--- src/rtl/encoder_8_to_3_rr_if.sv ---
// Request/grant bundle of the sequential 8-to-3 encoder.
// The master drives requests, enable and ready; the slave (the encoder) returns the grant and status.
interface encoder_8_to_3_rr_if;
  logic [7:0] D;
  logic       E;
  logic       R;
  logic [2:0] Y;
  logic       V;
  logic [7:0] P;
  logic       GS;

  modport master (output D, E, R, input Y, V, P, GS);
  modport slave  (input D, E, R, output Y, V, P, GS);
endinterface

--- src/rtl/encoder_8_to_3_rr.sv ---
// Sequential 8-to-3 request encoder: latches request lines into a pending register
// and serialises them into 3-bit indices over a valid/ready handshake.
module encoder_8_to_3_rr #(
  parameter bit ROUND_ROBIN = 1'b1
) (
  input  logic                 clk,
  input  logic                 rst,
  encoder_8_to_3_rr_if.slave   bus
);

  typedef enum logic [0:0] {
    IDLE  = 1'b0,
    VALID = 1'b1
  } state_t;

  state_t     state_r;
  logic [7:0] pend_r;
  logic [2:0] y_r;
  logic       v_r;
  logic [2:0] ptr_r;

  logic [2:0] sel_s;
  logic       xfer_s;
  logic [7:0] clr_s;

  function automatic logic [2:0] pick_fixed(input logic [7:0] req);
    logic [2:0] idx;
    idx = 3'd0;
    for (int i = 0; i < 8; i++) begin
      if (req[i]) begin
        idx = 3'(i);
      end else begin
        idx = idx;
      end
    end
    return idx;
  endfunction

  // Scan upward from the pointer; the 3-bit add wraps 7 -> 0 by itself.
  function automatic logic [2:0] pick_rr(input logic [7:0] req, input logic [2:0] ptr);
    logic [2:0] idx;
    logic [2:0] cand;
    logic       found;
    idx   = 3'd0;
    found = 1'b0;
    for (int k = 0; k < 8; k++) begin
      cand = ptr + 3'(k);
      if (req[cand] && !found) begin
        idx   = cand;
        found = 1'b1;
      end else begin
        found = found;
      end
    end
    return idx;
  endfunction

  // Grant selection and transfer-edge clear mask.
  always_comb begin
    sel_s  = 3'd0;
    xfer_s = 1'b0;
    clr_s  = 8'h00;
    if (ROUND_ROBIN) begin
      sel_s = pick_rr(pend_r, ptr_r);
    end else begin
      sel_s = pick_fixed(pend_r);
    end
    xfer_s = (state_r == VALID) && bus.R;
    if (xfer_s) begin
      clr_s = 8'h01 << y_r;
    end else begin
      clr_s = 8'h00;
    end
  end

  // Pending register, grant FSM and rotation pointer.
  always_ff @(posedge clk or posedge rst) begin
    if (rst) begin
      state_r <= IDLE;
      pend_r  <= 8'h00;
      y_r     <= 3'd0;
      v_r     <= 1'b0;
      ptr_r   <= 3'd0;
    end else begin
      // Set wins over clear, so a re-request on the transfer edge stays pending.
      if (!bus.E) begin
        pend_r <= (pend_r & ~clr_s) | bus.D;
      end else begin
        pend_r <= pend_r & ~clr_s;
      end

      case (state_r)
        IDLE: begin
          if (!bus.E && (pend_r != 8'h00)) begin
            y_r     <= sel_s;
            v_r     <= 1'b1;
            state_r <= VALID;
          end else begin
            v_r     <= 1'b0;
            state_r <= IDLE;
          end
        end
        VALID: begin
          if (bus.R) begin
            v_r     <= 1'b0;
            state_r <= IDLE;
            if (ROUND_ROBIN) begin
              ptr_r <= y_r + 3'd1;
            end else begin
              ptr_r <= ptr_r;
            end
          end else begin
            v_r     <= 1'b1;
            state_r <= VALID;
          end
        end
        default: begin
          v_r     <= 1'b0;
          state_r <= IDLE;
        end
      endcase
    end
  end

  assign bus.Y  = y_r;
  assign bus.V  = v_r;
  assign bus.P  = pend_r;
  assign bus.GS = |pend_r;

endmodule

--- src/flat_wrapper.sv ---
// flat-port wrapper written by rule: the top's interface ports become plain ports
module encoder_8_to_3_rr_flat 
#(
  parameter bit ROUND_ROBIN = 1'b1
)
  (clk, rst, bus_D, bus_E, bus_R, bus_Y, bus_V, bus_P, bus_GS);
  encoder_8_to_3_rr_if bus_i ();
  input  logic clk;
  input  logic rst;
  input wire logic [$bits(bus_i.D)-1:0] bus_D;
  input wire logic [$bits(bus_i.E)-1:0] bus_E;
  input wire logic [$bits(bus_i.R)-1:0] bus_R;
  output wire logic [$bits(bus_i.Y)-1:0] bus_Y;
  output wire logic [$bits(bus_i.V)-1:0] bus_V;
  output wire logic [$bits(bus_i.P)-1:0] bus_P;
  output wire logic [$bits(bus_i.GS)-1:0] bus_GS;
  assign bus_i.D = bus_D;
  assign bus_i.E = bus_E;
  assign bus_i.R = bus_R;
  assign bus_Y = bus_i.Y;
  assign bus_V = bus_i.V;
  assign bus_P = bus_i.P;
  assign bus_GS = bus_i.GS;
  encoder_8_to_3_rr #(.ROUND_ROBIN(ROUND_ROBIN)) u_core (.clk(clk), .rst(rst), .bus(bus_i));
endmodule
--- config.mk ---
export PLATFORM = sky130hd
export DESIGN_NAME = encoder_8_to_3_rr_flat
export DESIGN_NICKNAME = d
export VERILOG_FILES = /design/src/rtl/encoder_8_to_3_rr_if.sv /design/src/rtl/encoder_8_to_3_rr.sv /design/src/flat_wrapper.sv
export SDC_FILE = /design/constraint.sdc
export NUM_CORES = 1
export LEC_CHECK = 0
export CELL_PAD_IN_SITES_DETAIL_PLACEMENT = 1
export CELL_PAD_IN_SITES_GLOBAL_PLACEMENT = 1
export CORE_MARGIN = 1
export CORE_UTILIZATION = 45
export CTS_CLUSTER_DIAMETER = 30
export DETAILED_ROUTE_END_ITERATION = 10
export GPL_TIMING_DRIVEN = 0
export PLACE_DENSITY = 0.91
export SLEW_MARGIN = 20
export SYNTH_ARGS = -nofsm -noshare
export SYNTH_HDL_FRONTEND = slang
export SYNTH_SLANG_ARGS = --single-unit
--- constraint.sdc ---
create_clock -name clk -period 6.75 [get_ports clk]
set_clock_uncertainty 0.1 [all_clocks]
set_input_delay 1.6875 -clock clk [delete_from_list [all_inputs] [get_ports clk]]
set_output_delay 1.6875 -clock clk [all_outputs]
set_load 0.05 [all_outputs]
==> impl_metrics.toml <==
[clocking]
cts-htree-levels = 1
cts_resized = 0
clock_sinks = 15
hold_buffers = 0
cts.path.max_buffers = 2
cts_tree = "built"
post-cts-setup-buffers = 0
cts-buffers-inserted = 3
clk_pin_slew_worst_paths_ns = 0.06
clk_latency_ns = 0.25
root_buffer = "clkbuf_8"

[floorplanning]
start_util_pct = 47.5
dieHeight_um = 64.6
rows = 22
dieArea_um2 = 4180
coreArea_um2 = 3720
die_w_um = 64.6
io_pins = 25

[yosys]
synth-edff-count = 0
synth.top_cell.area_share_pct = 21.3
synth_seq_cells = 15
synth_area_um2 = 1770
synth_top_flop_cell = "dfrtp_1"
synth_cell_type_count = 51
yosysWarnings = 0
syn-num-nets = 213
synth_top_area_cell = "dfrtp_1"
avgSynthCellArea_um2 = 9.15
async_flop_share_pct = 100
ys_seq_area_share_pct = 21.3
synth_cells = 193
synthTopCellsByArea = "dfrtp_1, mux4_2, ha_1, nand2_1, inv_1"

[timing]
relSlewSlack_pct = 62.1
finalHoldViolCount = 0
worstMarginPinSlew_ns = 0.568
fin_crit_sh_pct = 58.2
slew_violations = 0
max_freq_ghz = 0.254
fin_tns_setup_ns = 0
period_needed_ns = 3.93
setup_viol_count_final = 0
rsz0062_at_grt = "false"

[worst_setup_path]
cp_top_family = "buffers and inverters"
path_max_fanout = 10
cp_data_required_time_ns = 4.96
crit_buf_inv = 2
crit_path_start_kind = "register"
cp_slowest_cell = "clkdlybuf4s50_1"
ff2ff_setup_slack_ns = 3.17
path_cells = "clkbuf_1 -> nor4_1 -> nand2_1 -> clkdlybuf4s50_1"
critical_path_class = "register to primary output"
arrival_ns = 2.14
cp-end-kind = "primary output"
cpPeakStageDelay_ns = 0.73

[global_routing]
grt.overflow.total = 0
track_usage_pct = 27.1
grt_pass1_wl_um = 8510
antenna_found_initial = 0
grt_pass1_vias = 1748
grtUsageMet2_pct = 48.7
gr-usage-met3_pct = 1.94
grt_busiest_layer = "met2"
gr-usage-met1_pct = 34.2
grt_max_degree = 16

[cells_and_area]
final_layout_size_suffix_gt1_share_pct = 16.7
syn_to_final_growth_pct = 19.6
n_antenna_cell = 0
nets = 242
seq_area_um2 = 375
final_area_um2 = 2110
num-fill-cells = 449
multi_input_area_um2 = 1220

[drt]
viasPerCell = 6.07
drc = 0
vias = 1634
wirelength_um = 5120
ant_nets = 0
wire_per_inst_um = 19.0
drt_iter0_markers = 101
firstDrtPassIters = 4

[placement]
portBuffers = 24
hpwl_um = 4020
gp_congestion = 0.860
place_area_um2 = 2070

[outcome]
outcome = "completed"

[run]
maxCapViolCount = 0

[pwr]
powerDensity_nw_per_um2 = 436
p_leak_nw = 0.849
vdd_drop_max_uv = 241

[hold_path]
hp-class = "register to register"
tightest hold or removal path, stage by stage, from the launching register on:
cell and delay (ns):
dfrtp_1 0.42, inv_1 0.06, o21ai_0 0.07
power by group:
part	switching, mW	leakage (nW)	internal (mW)	total [mW]
logic	0.400	0.667	0.294	0.694
clock network	0.0312	0.0228	0.0419	0.0731
registers	0.0357	0.159	0.118	0.154
placed cells by master, fill, tap and decap left out, types with 2 or more instances in the layout:
cell type and instances:
inv_1 19, clkbuf_1 10, o31a_1 2, mux2_2 2
nand2_1 26, o221ai_1 2, nor2_1 8, clkdlybuf4s50_1 24
buf_6 3, clkbuf_8 3, nor3_1 4, buf_2 6
ha_1 8, o21ai_0 14, mux2i_1 5, mux2_1 3
o21ai_1 2, mux4_2 16, dfrtp_1 15, o311a_1 2
nand3_1 4, a21oi_1 7, and2b_1 2, xor2_1 2
nand2b_1 3, nor4_1 2
routing by layer:
metal | routed length (µm) | share of wire [%] | vias to the layer above
met5 | 0 | 0 | -
met4 | 81 | 1.6 | 0
met3 | 180 | 3.5 | 9
met2 | 2700 | 53 | 47
met1 | 2160 | 42 | 816
li1 | - | - | 762
area by class of cell:
type / count / share of cell area [%]
Multi-Input combinational cell: 141 / 57.9
Sequential cell: 15 / 17.8
Timing Repair Buffer: 24 / 11.4
Buffer: 18 / 4.62
Inverter: 19 / 3.38
Tap cell: 48 / 2.85
Clock buffer: 4 / 2.13
Yosys cell counts, types with 3 or more instances:
cell,number
nand2_1,26
inv_1,19
mux4_2,16
dfrtp_1,15
o21ai_0,14
clkbuf_1,9
ha_1,8
nor2_1,8
a21oi_1,7
buf_2,6
mux2i_1,5
nand3_1,4
nor3_1,4
buf_6,3
mux2_1,3
nand2b_1,3
state kept, by name, summed over array words and instances, names as in the netlist:
register and count:
u_core.bus.P 8, u_core.ptr_r 3, u_core.state_r 1, u_core.bus.Y 3
logic make-up (layout without fill, tap and decap cells):
logic type	Yosys count	count (layout)	share of synthesized area, %
flops	15	15	21.3
simple gates	59	59	16.2
buf+inv	37	65	9.57
xor+xnor	3	3	1.49
mux	28	28	28.8
compound gates	43	43	17.1
fa+ha+maj	8	8	5.67
per-stage QoR:
step           worst slack [ns]  std cells  power, mW  utilization, %  hold WS, ns
4_1_cts                    2.84        269      0.921            56.8        0.516
5_1_grt                    2.69        269      0.984            56.8        0.567
3_3_place_gp               3.20        265      0.817            55.6        0.493
3_5_place_dp               3.12        265      0.845            55.6        0.504
2_1_floorplan              3.56        193      0.673               -        0.672
6_report                   2.82        269      0.921            56.8        0.505
path summary, 6_finish.rpt:
check,from,to,cells past startpoint
max in group asynchronous,rst,u_core.ptr_r[0]$_DFFE_PP0P_,2
min in group asynchronous,rst,u_core.bus.P[6]$_DFF_PP0_,2
min reg2reg,u_core.state_r$_DFF_PP0_,u_core.state_r$_DFF_PP0_,2
max reg2reg,u_core.ptr_r[1]$_DFFE_PP0P_,u_core.bus.Y[2]$_DFFE_PP0P_,11
min,u_core.state_r$_DFF_PP0_,u_core.state_r$_DFF_PP0_,2
max,u_core.bus.P[6]$_DFF_PP0_,bus_GS,4
Power figures use the tool's default switching activity.
